===== src/rtl/exe_mem_stage.sv =====
// -----------------------------------------------------------------------------
// exe_mem_stage
//
// Pipeline register between the EXE and MEM stages of an ARM-style core, plus
// the architectural status register (SR) and the condition-code evaluator.
//
// The EXE instruction's condition field is checked against the registered SR.
// A "commit" is a real, condition-passing instruction that is neither stalled
// nor annulled. Only committed instructions do three things:
//   - drive non-zero valid/enables to MEM
//   - update SR (if their S bit is set)
//   - advance commit_cnt
//
// Per-edge priority: rst > flush > freeze > normal capture.
//   flush  : valid and enables drop to 0; data, SR and counter hold
//            (this also applies while freeze is high)
//   freeze : every register holds
//   normal : data is captured unconditionally; valid/enables are gated by commit
//
// Ports
//   clk, rst             clock; synchronous active-high reset
//   freeze, flush        hazard stall / branch annul
//   valid_in, cond, s_in EXE instruction validity, condition field, S bit
//   alu_result, alu_sr   ALU result and flags {Z,C,N,V}
//   wb_en_in, mem_r_en_in, mem_w_en_in, dest_in, st_val_in   EXE control/data
//   cond_pass            combinational condition result (from registered SR)
//   sr_out               architectural status register {Z,C,N,V}
//   valid_out, wb_en_out, mem_r_en_out, mem_w_en_out,
//   alu_result_out, st_val_out, dest_out                     registered to MEM
//   commit_cnt           16-bit wrapping count of committed instructions
// -----------------------------------------------------------------------------
module exe_mem_stage (
    input  logic        clk,
    input  logic        rst,
    input  logic        freeze,
    input  logic        flush,
    input  logic        valid_in,
    input  logic [3:0]  cond,
    input  logic        s_in,
    input  logic [31:0] alu_result,
    input  logic [3:0]  alu_sr,
    input  logic        wb_en_in,
    input  logic        mem_r_en_in,
    input  logic        mem_w_en_in,
    input  logic [3:0]  dest_in,
    input  logic [31:0] st_val_in,
    output logic        cond_pass,
    output logic [3:0]  sr_out,
    output logic        valid_out,
    output logic        wb_en_out,
    output logic        mem_r_en_out,
    output logic        mem_w_en_out,
    output logic [31:0] alu_result_out,
    output logic [31:0] st_val_out,
    output logic [3:0]  dest_out,
    output logic [15:0] commit_cnt
);

    typedef enum logic [3:0] {
        COND_EQ = 4'b0000,
        COND_NE = 4'b0001,
        COND_CS = 4'b0010,
        COND_CC = 4'b0011,
        COND_MI = 4'b0100,
        COND_PL = 4'b0101,
        COND_VS = 4'b0110,
        COND_VC = 4'b0111,
        COND_HI = 4'b1000,
        COND_LS = 4'b1001,
        COND_GE = 4'b1010,
        COND_LT = 4'b1011,
        COND_GT = 4'b1100,
        COND_LE = 4'b1101,
        COND_AL = 4'b1110,
        COND_NV = 4'b1111
    } cond_e;

    // Status register and MEM-side pipeline registers
    logic [3:0]  sr_q,         sr_d;
    logic        valid_q,      valid_d;
    logic        wb_en_q,      wb_en_d;
    logic        mem_r_en_q,   mem_r_en_d;
    logic        mem_w_en_q,   mem_w_en_d;
    logic [31:0] alu_result_q, alu_result_d;
    logic [31:0] st_val_q,     st_val_d;
    logic [3:0]  dest_q,       dest_d;
    logic [15:0] commit_cnt_q, commit_cnt_d;

    logic flag_z, flag_c, flag_n, flag_v;
    logic commit;

    // Flags come from the registered SR, so an S instruction only affects
    // the condition of the instruction after it.
    assign flag_z = sr_q[3];
    assign flag_c = sr_q[2];
    assign flag_n = sr_q[1];
    assign flag_v = sr_q[0];

    // -------------------------------------------------------------------------
    // Condition evaluation
    // -------------------------------------------------------------------------
    always_comb begin
        // NOTE: assigning a default before the case keeps every path driven,
        // so no latch is inferred even if a branch is later removed.
        cond_pass = 1'b0;
        case (cond_e'(cond))
            COND_EQ: cond_pass = flag_z;
            COND_NE: cond_pass = ~flag_z;
            COND_CS: cond_pass = flag_c;
            COND_CC: cond_pass = ~flag_c;
            COND_MI: cond_pass = flag_n;
            COND_PL: cond_pass = ~flag_n;
            COND_VS: cond_pass = flag_v;
            COND_VC: cond_pass = ~flag_v;
            COND_HI: cond_pass = flag_c & ~flag_z;
            COND_LS: cond_pass = ~flag_c | flag_z;
            COND_GE: cond_pass = (flag_n == flag_v);
            COND_LT: cond_pass = (flag_n != flag_v);
            COND_GT: cond_pass = ~flag_z & (flag_n == flag_v);
            COND_LE: cond_pass = flag_z | (flag_n != flag_v);
            COND_AL: cond_pass = 1'b1;
            COND_NV: cond_pass = 1'b0;  // reserved "never" encoding
            default: cond_pass = 1'b0;
        endcase
    end

    assign commit = valid_in & cond_pass & ~flush & ~freeze;

    // -------------------------------------------------------------------------
    // Next-state logic
    // -------------------------------------------------------------------------
    always_comb begin
        // Hold by default; this covers the freeze case and the data/SR/counter
        // part of the flush case.
        sr_d         = sr_q;
        valid_d      = valid_q;
        wb_en_d      = wb_en_q;
        mem_r_en_d   = mem_r_en_q;
        mem_w_en_d   = mem_w_en_q;
        alu_result_d = alu_result_q;
        st_val_d     = st_val_q;
        dest_d       = dest_q;
        commit_cnt_d = commit_cnt_q;

        if (flush) begin
            // Insert a bubble. Flush wins over freeze: a stalled, annulled
            // slot must not reach MEM later as a live instruction.
            valid_d    = 1'b0;
            wb_en_d    = 1'b0;
            mem_r_en_d = 1'b0;
            mem_w_en_d = 1'b0;
        end else if (!freeze) begin
            alu_result_d = alu_result;
            st_val_d     = st_val_in;
            dest_d       = dest_in;
            valid_d      = valid_in    & commit;
            wb_en_d      = wb_en_in    & commit;
            mem_r_en_d   = mem_r_en_in & commit;
            mem_w_en_d   = mem_w_en_in & commit;
            if (commit) begin
                commit_cnt_d = commit_cnt_q + 16'd1;  // wraps naturally at 0xFFFF
                if (s_in) begin
                    sr_d = alu_sr;
                end
            end
        end
    end

    // -------------------------------------------------------------------------
    // State registers
    // -------------------------------------------------------------------------
    always_ff @(posedge clk) begin
        // NOTE: non-blocking assignments make every flop sample the pre-edge
        // value of the others, independent of statement order.
        if (rst) begin
            sr_q         <= 4'b0000;
            valid_q      <= 1'b0;
            wb_en_q      <= 1'b0;
            mem_r_en_q   <= 1'b0;
            mem_w_en_q   <= 1'b0;
            alu_result_q <= 32'h0;
            st_val_q     <= 32'h0;
            dest_q       <= 4'h0;
            commit_cnt_q <= 16'h0;
        end else begin
            sr_q         <= sr_d;
            valid_q      <= valid_d;
            wb_en_q      <= wb_en_d;
            mem_r_en_q   <= mem_r_en_d;
            mem_w_en_q   <= mem_w_en_d;
            alu_result_q <= alu_result_d;
            st_val_q     <= st_val_d;
            dest_q       <= dest_d;
            commit_cnt_q <= commit_cnt_d;
        end
    end

    assign sr_out         = sr_q;
    assign valid_out      = valid_q;
    assign wb_en_out      = wb_en_q;
    assign mem_r_en_out   = mem_r_en_q;
    assign mem_w_en_out   = mem_w_en_q;
    assign alu_result_out = alu_result_q;
    assign st_val_out     = st_val_q;
    assign dest_out       = dest_q;
    assign commit_cnt     = commit_cnt_q;

endmodule


===== config.mk =====
export PLATFORM = sky130hd
export DESIGN_NAME = exe_mem_stage
export DESIGN_NICKNAME = d
export VERILOG_FILES = /design/src/rtl/exe_mem_stage.sv
export SDC_FILE = /design/constraint.sdc
export NUM_CORES = 1
export LEC_CHECK = 0
export BUFFER_PORTS_ARGS = -buffer_cell sky130_fd_sc_hd__buf_2
export CORE_MARGIN = 1.5
export CORE_UTILIZATION = 40
export CTS_CLUSTER_SIZE = 14
export DETAILED_ROUTE_END_ITERATION = 16
export HOLD_SLACK_MARGIN = 0.05
export PLACE_DENSITY = 0.71
export SETUP_SLACK_MARGIN = 0.4
export SLEW_MARGIN = 5
export SYNTH_ARGS = -nofsm -noshare
export SYNTH_HDL_FRONTEND = slang
export SYNTH_SLANG_ARGS = --single-unit

===== constraint.sdc =====
create_clock -name clk -period 3.44 [get_ports clk]
set_input_delay 0.516 -clock clk [delete_from_list [all_inputs] [get_ports clk]]
set_output_delay 0.516 -clock clk [all_outputs]
set_load 0.05 [all_outputs]

==> flow_metrics.py <==
metrics = {
    "placed_design": {
        "port_buffers": 177,
        "placed_area_sq_mm": 0.00457,
        "post-place-ws_ps": 803,
        "gp_congestion": 0.804,
        "dp_hpwl_um": 6630,
    },
    "synthesis": {
        "synth_enable_flop_cells": 0,
        "ys_async_sr_fraction_pct": 0,
        "synthCells": 451,
        "synth_commonest_cells": "nand2_1, dfxtp_1, a21oi_1",
        "synth_nets": 537,
        "yosys.area_share.adder_pct": 0.346,
        "yosys-top-cells-area": "dfxtp_1, nand2_1, a21oi_1",
        "synth-xor-area-share_pct": 2.84,
        "yosys.area_share.simple_pct": 23.1,
        "synth-compound-area-share_pct": 17.9,
        "synth_ff_type": "dfxtp_1",
        "syn_avg_cell_area_sq_um": 8.02,
        "ys.warnings.count": 0,
        "synthMuxAreaShare_pct": 0.864,
        "syn_area_sq_mm": 0.00362,
        "synth_top_cell_area_share_pct": 50.9,
        "synth_most_common_cell": "nand2_1",
        "synth_top_cell_by_area": "dfxtp_1",
        "ys_seq_elements": 92,
        "ys_types": 43,
        "synth_top_family_by_area": "simple AND/OR/NAND/NOR gates",
        "ys_seq_area_share_pct": 50.9,
    },
    "die": {
        "initial_utilization_pct": 41.3,
        "ios": 178,
        "design.core.area_sq_mm": 0.00876,
        "die_w_um": 98.1,
        "row_count": 34,
        "die_area_sq_mm": 0.00963,
        "fp.dieH_um": 98.1,
    },
    "critical_path": {
        "cp-startpoint": "sr_out[1]$_SDFFE_PP0P_",
        "worstReg2RegEnd": "commit_cnt[14]$_SDFFE_PP0P_",
        "arrival_ps": 2140,
        "critPathRequiredTime_ps": 2920,
        "r2r_slack_ps": 860,
        "setup.worst_path.end": "cond_pass",
        "r2r-start": "sr_out[1]$_SDFFE_PP0P_",
        "cp_max_fo": 7,
        "critPathLaunchType": "register",
        "critPathCaptureType": "output pin",
        "r2r_cells": 6,
        "path_class": "reg2out",
    },
    "route": {
        "ant_nets": 0,
        "drt_first_pass_iters": 4,
        "drt_iter0_drc": 101,
        "drc_errors": 0,
        "drt_wl_total_um": 9180,
        "wl_per_cell_um": 12.7,
        "num_vias": 3653,
        "drt-vias-per-instance": 5.05,
    },
    "worst_hold_path": {
        "hold_path.class": "in2reg",
        "holdPathStages": 3,
        "min_from": "alu_result[29]",
    },
    "sta": {
        "whs_ps": 393,
        "max_slew_margin_pct": 39.4,
        "hold_viol": 0,
        "tightest_slew_ps": 910,
        "rsz0062_at_grt": "false",
        "setup_viol": 0,
        "fin_crit_sh_pct": 77.2,
        "skew_ps": 5.97,
        "drv_slew": 0,
        "clock.fmax_mhz": 377,
        "min_period_ps": 2650,
        "worst_slack_ps": 785,
        "tns_ps": 0,
    },
    "grt": {
        "grtUsageTotal_pct": 18.9,
        "grt_pass1_vias": 3356,
        "top_usage_layer": "met2",
        "met3_usage_pct": 5.51,
        "use_met2_pct": 32.4,
        "grt_max_degree": 69,
        "met1_usage_pct": 22.1,
        "grt_first_pass_wirelength_um": 15000,
        "gr-total-overflow": 0,
        "antenna_found_initial": 0,
    },
    "power_and_ir_drop": {
        "irDropWorstVdd_v": 0.000225,
        "p_total_uw": 2280,
        "power.density_cell_area_mw_per_mm2": 476,
        "p_leak_uw": 0.00216,
    },
    "finish": {
        "final_nets": 698,
        "syn_to_final_growth_pct": 32.4,
        "fin_area_sq_mm": 0.00479,
        "antenna_cells": 0,
        "drive_above_1_share_pct": 32.8,
    },
    "clock_tree": {
        "cts_sinks": 92,
        "tritoncts": "built",
        "cts_max_level": 3,
        "clk_transition_reported_paths_ps": 90,
        "cts_setup_buffers": 0,
        "cts_buffer_depth": 2,
        "hold_buffers": 0,
        "clk_latency_ps": 340,
        "cts_made_buffers": 9,
        "cts-root-buf": "clkbuf_8",
        "cts_resized": 0,
    },
    "flow_run": {
        "cap_violations": 0,
    },
    "run_status": {
        "status": "finished clean",
    },
}
## how the worst min path moves through the flow
stage,end,slack (ps)
2_1_floorplan,mem_r_en_out$_SDFFE_PP0N_,600
3_3_place_gp,st_val_out[6]$_SDFFE_PP0P_,440
3_5_place_dp,alu_result_out[31]$_SDFFE_PP0P_,450
4_1_cts,alu_result_out[29]$_SDFFE_PP0P_,380
5_1_grt,alu_result_out[29]$_SDFFE_PP0P_,360
6_report,alu_result_out[29]$_SDFFE_PP0P_,390
## metrics by stage
stage               std cells  utilization, %
floorplan                 451               -
global placement          709            52.1
detailed placement        709            52.1
CTS                       724            54.7
global route              724            54.7
finish                    724            54.7
## routing by layer
layer	part of all wire, %	routed length, um
met2	49	4460
met4	2.1	195
met3	6.9	637
met1	42	3890
met5	0	0
## worst max-delay path: stages, from the launching register on
cell and delay [ps]:
dfxtp_1 370, xor3_1 420, o32ai_2 90, o31ai_2 480, o21ai_0 180, buf_2 250
## flip-flops by register name (all words and copies together), names as in the netlist
name	cells
mem_w_en_out	1
dest_out	4
alu_result_out	32
valid_out	1
sr_out	4
st_val_out	32
mem_r_en_out	1
wb_en_out	1
commit_cnt	16
## power by group
group	internal, uW	total [uW]	switching [uW]
Combinational	101	355	254
Sequential	1100	1120	18.8
Clock	429	801	372
Total	1630	2280	645
## final cells by class
cell class                 count  area (sq um)
tap                          108           135
clock buffer                  10           138
fill                         849          3970
timing repair buffer         181           928
sequential                    92          1840
clock inverter                 5          85.1
inverter                       6          22.5
multi-input combinational    322          1640
## cells in the final DEF (no fill, tap or decap), types with 4 or more instances in the layout
master	Yosys	final
buf_2	2	177
nand2_1	145	145
dfxtp_1	92	92
a21oi_1	84	84
nand3_1	11	11
clkbuf_8	0	10
nor2_1	9	8
xnor2_1	7	7
o21ai_0	7	7
inv_1	6	6
nor3_1	5	5
o31ai_1	5	5
or4_1	5	5
or3_1	4	4
## logic make-up (layout without fill, tap and decap cells)
logic type | count (synthesis) | in the layout
AOI/OAI and AO/OA | 113 | 113
xor gates and xnor gates | 10 | 10
adders and majority gates | 1 | 1
buffers and inverters | 37 | 202
DFF | 92 | 92
muxes | 3 | 3
and+or+nand+nor | 195 | 195
Note: power is estimated with default switching activity, not from simulation.
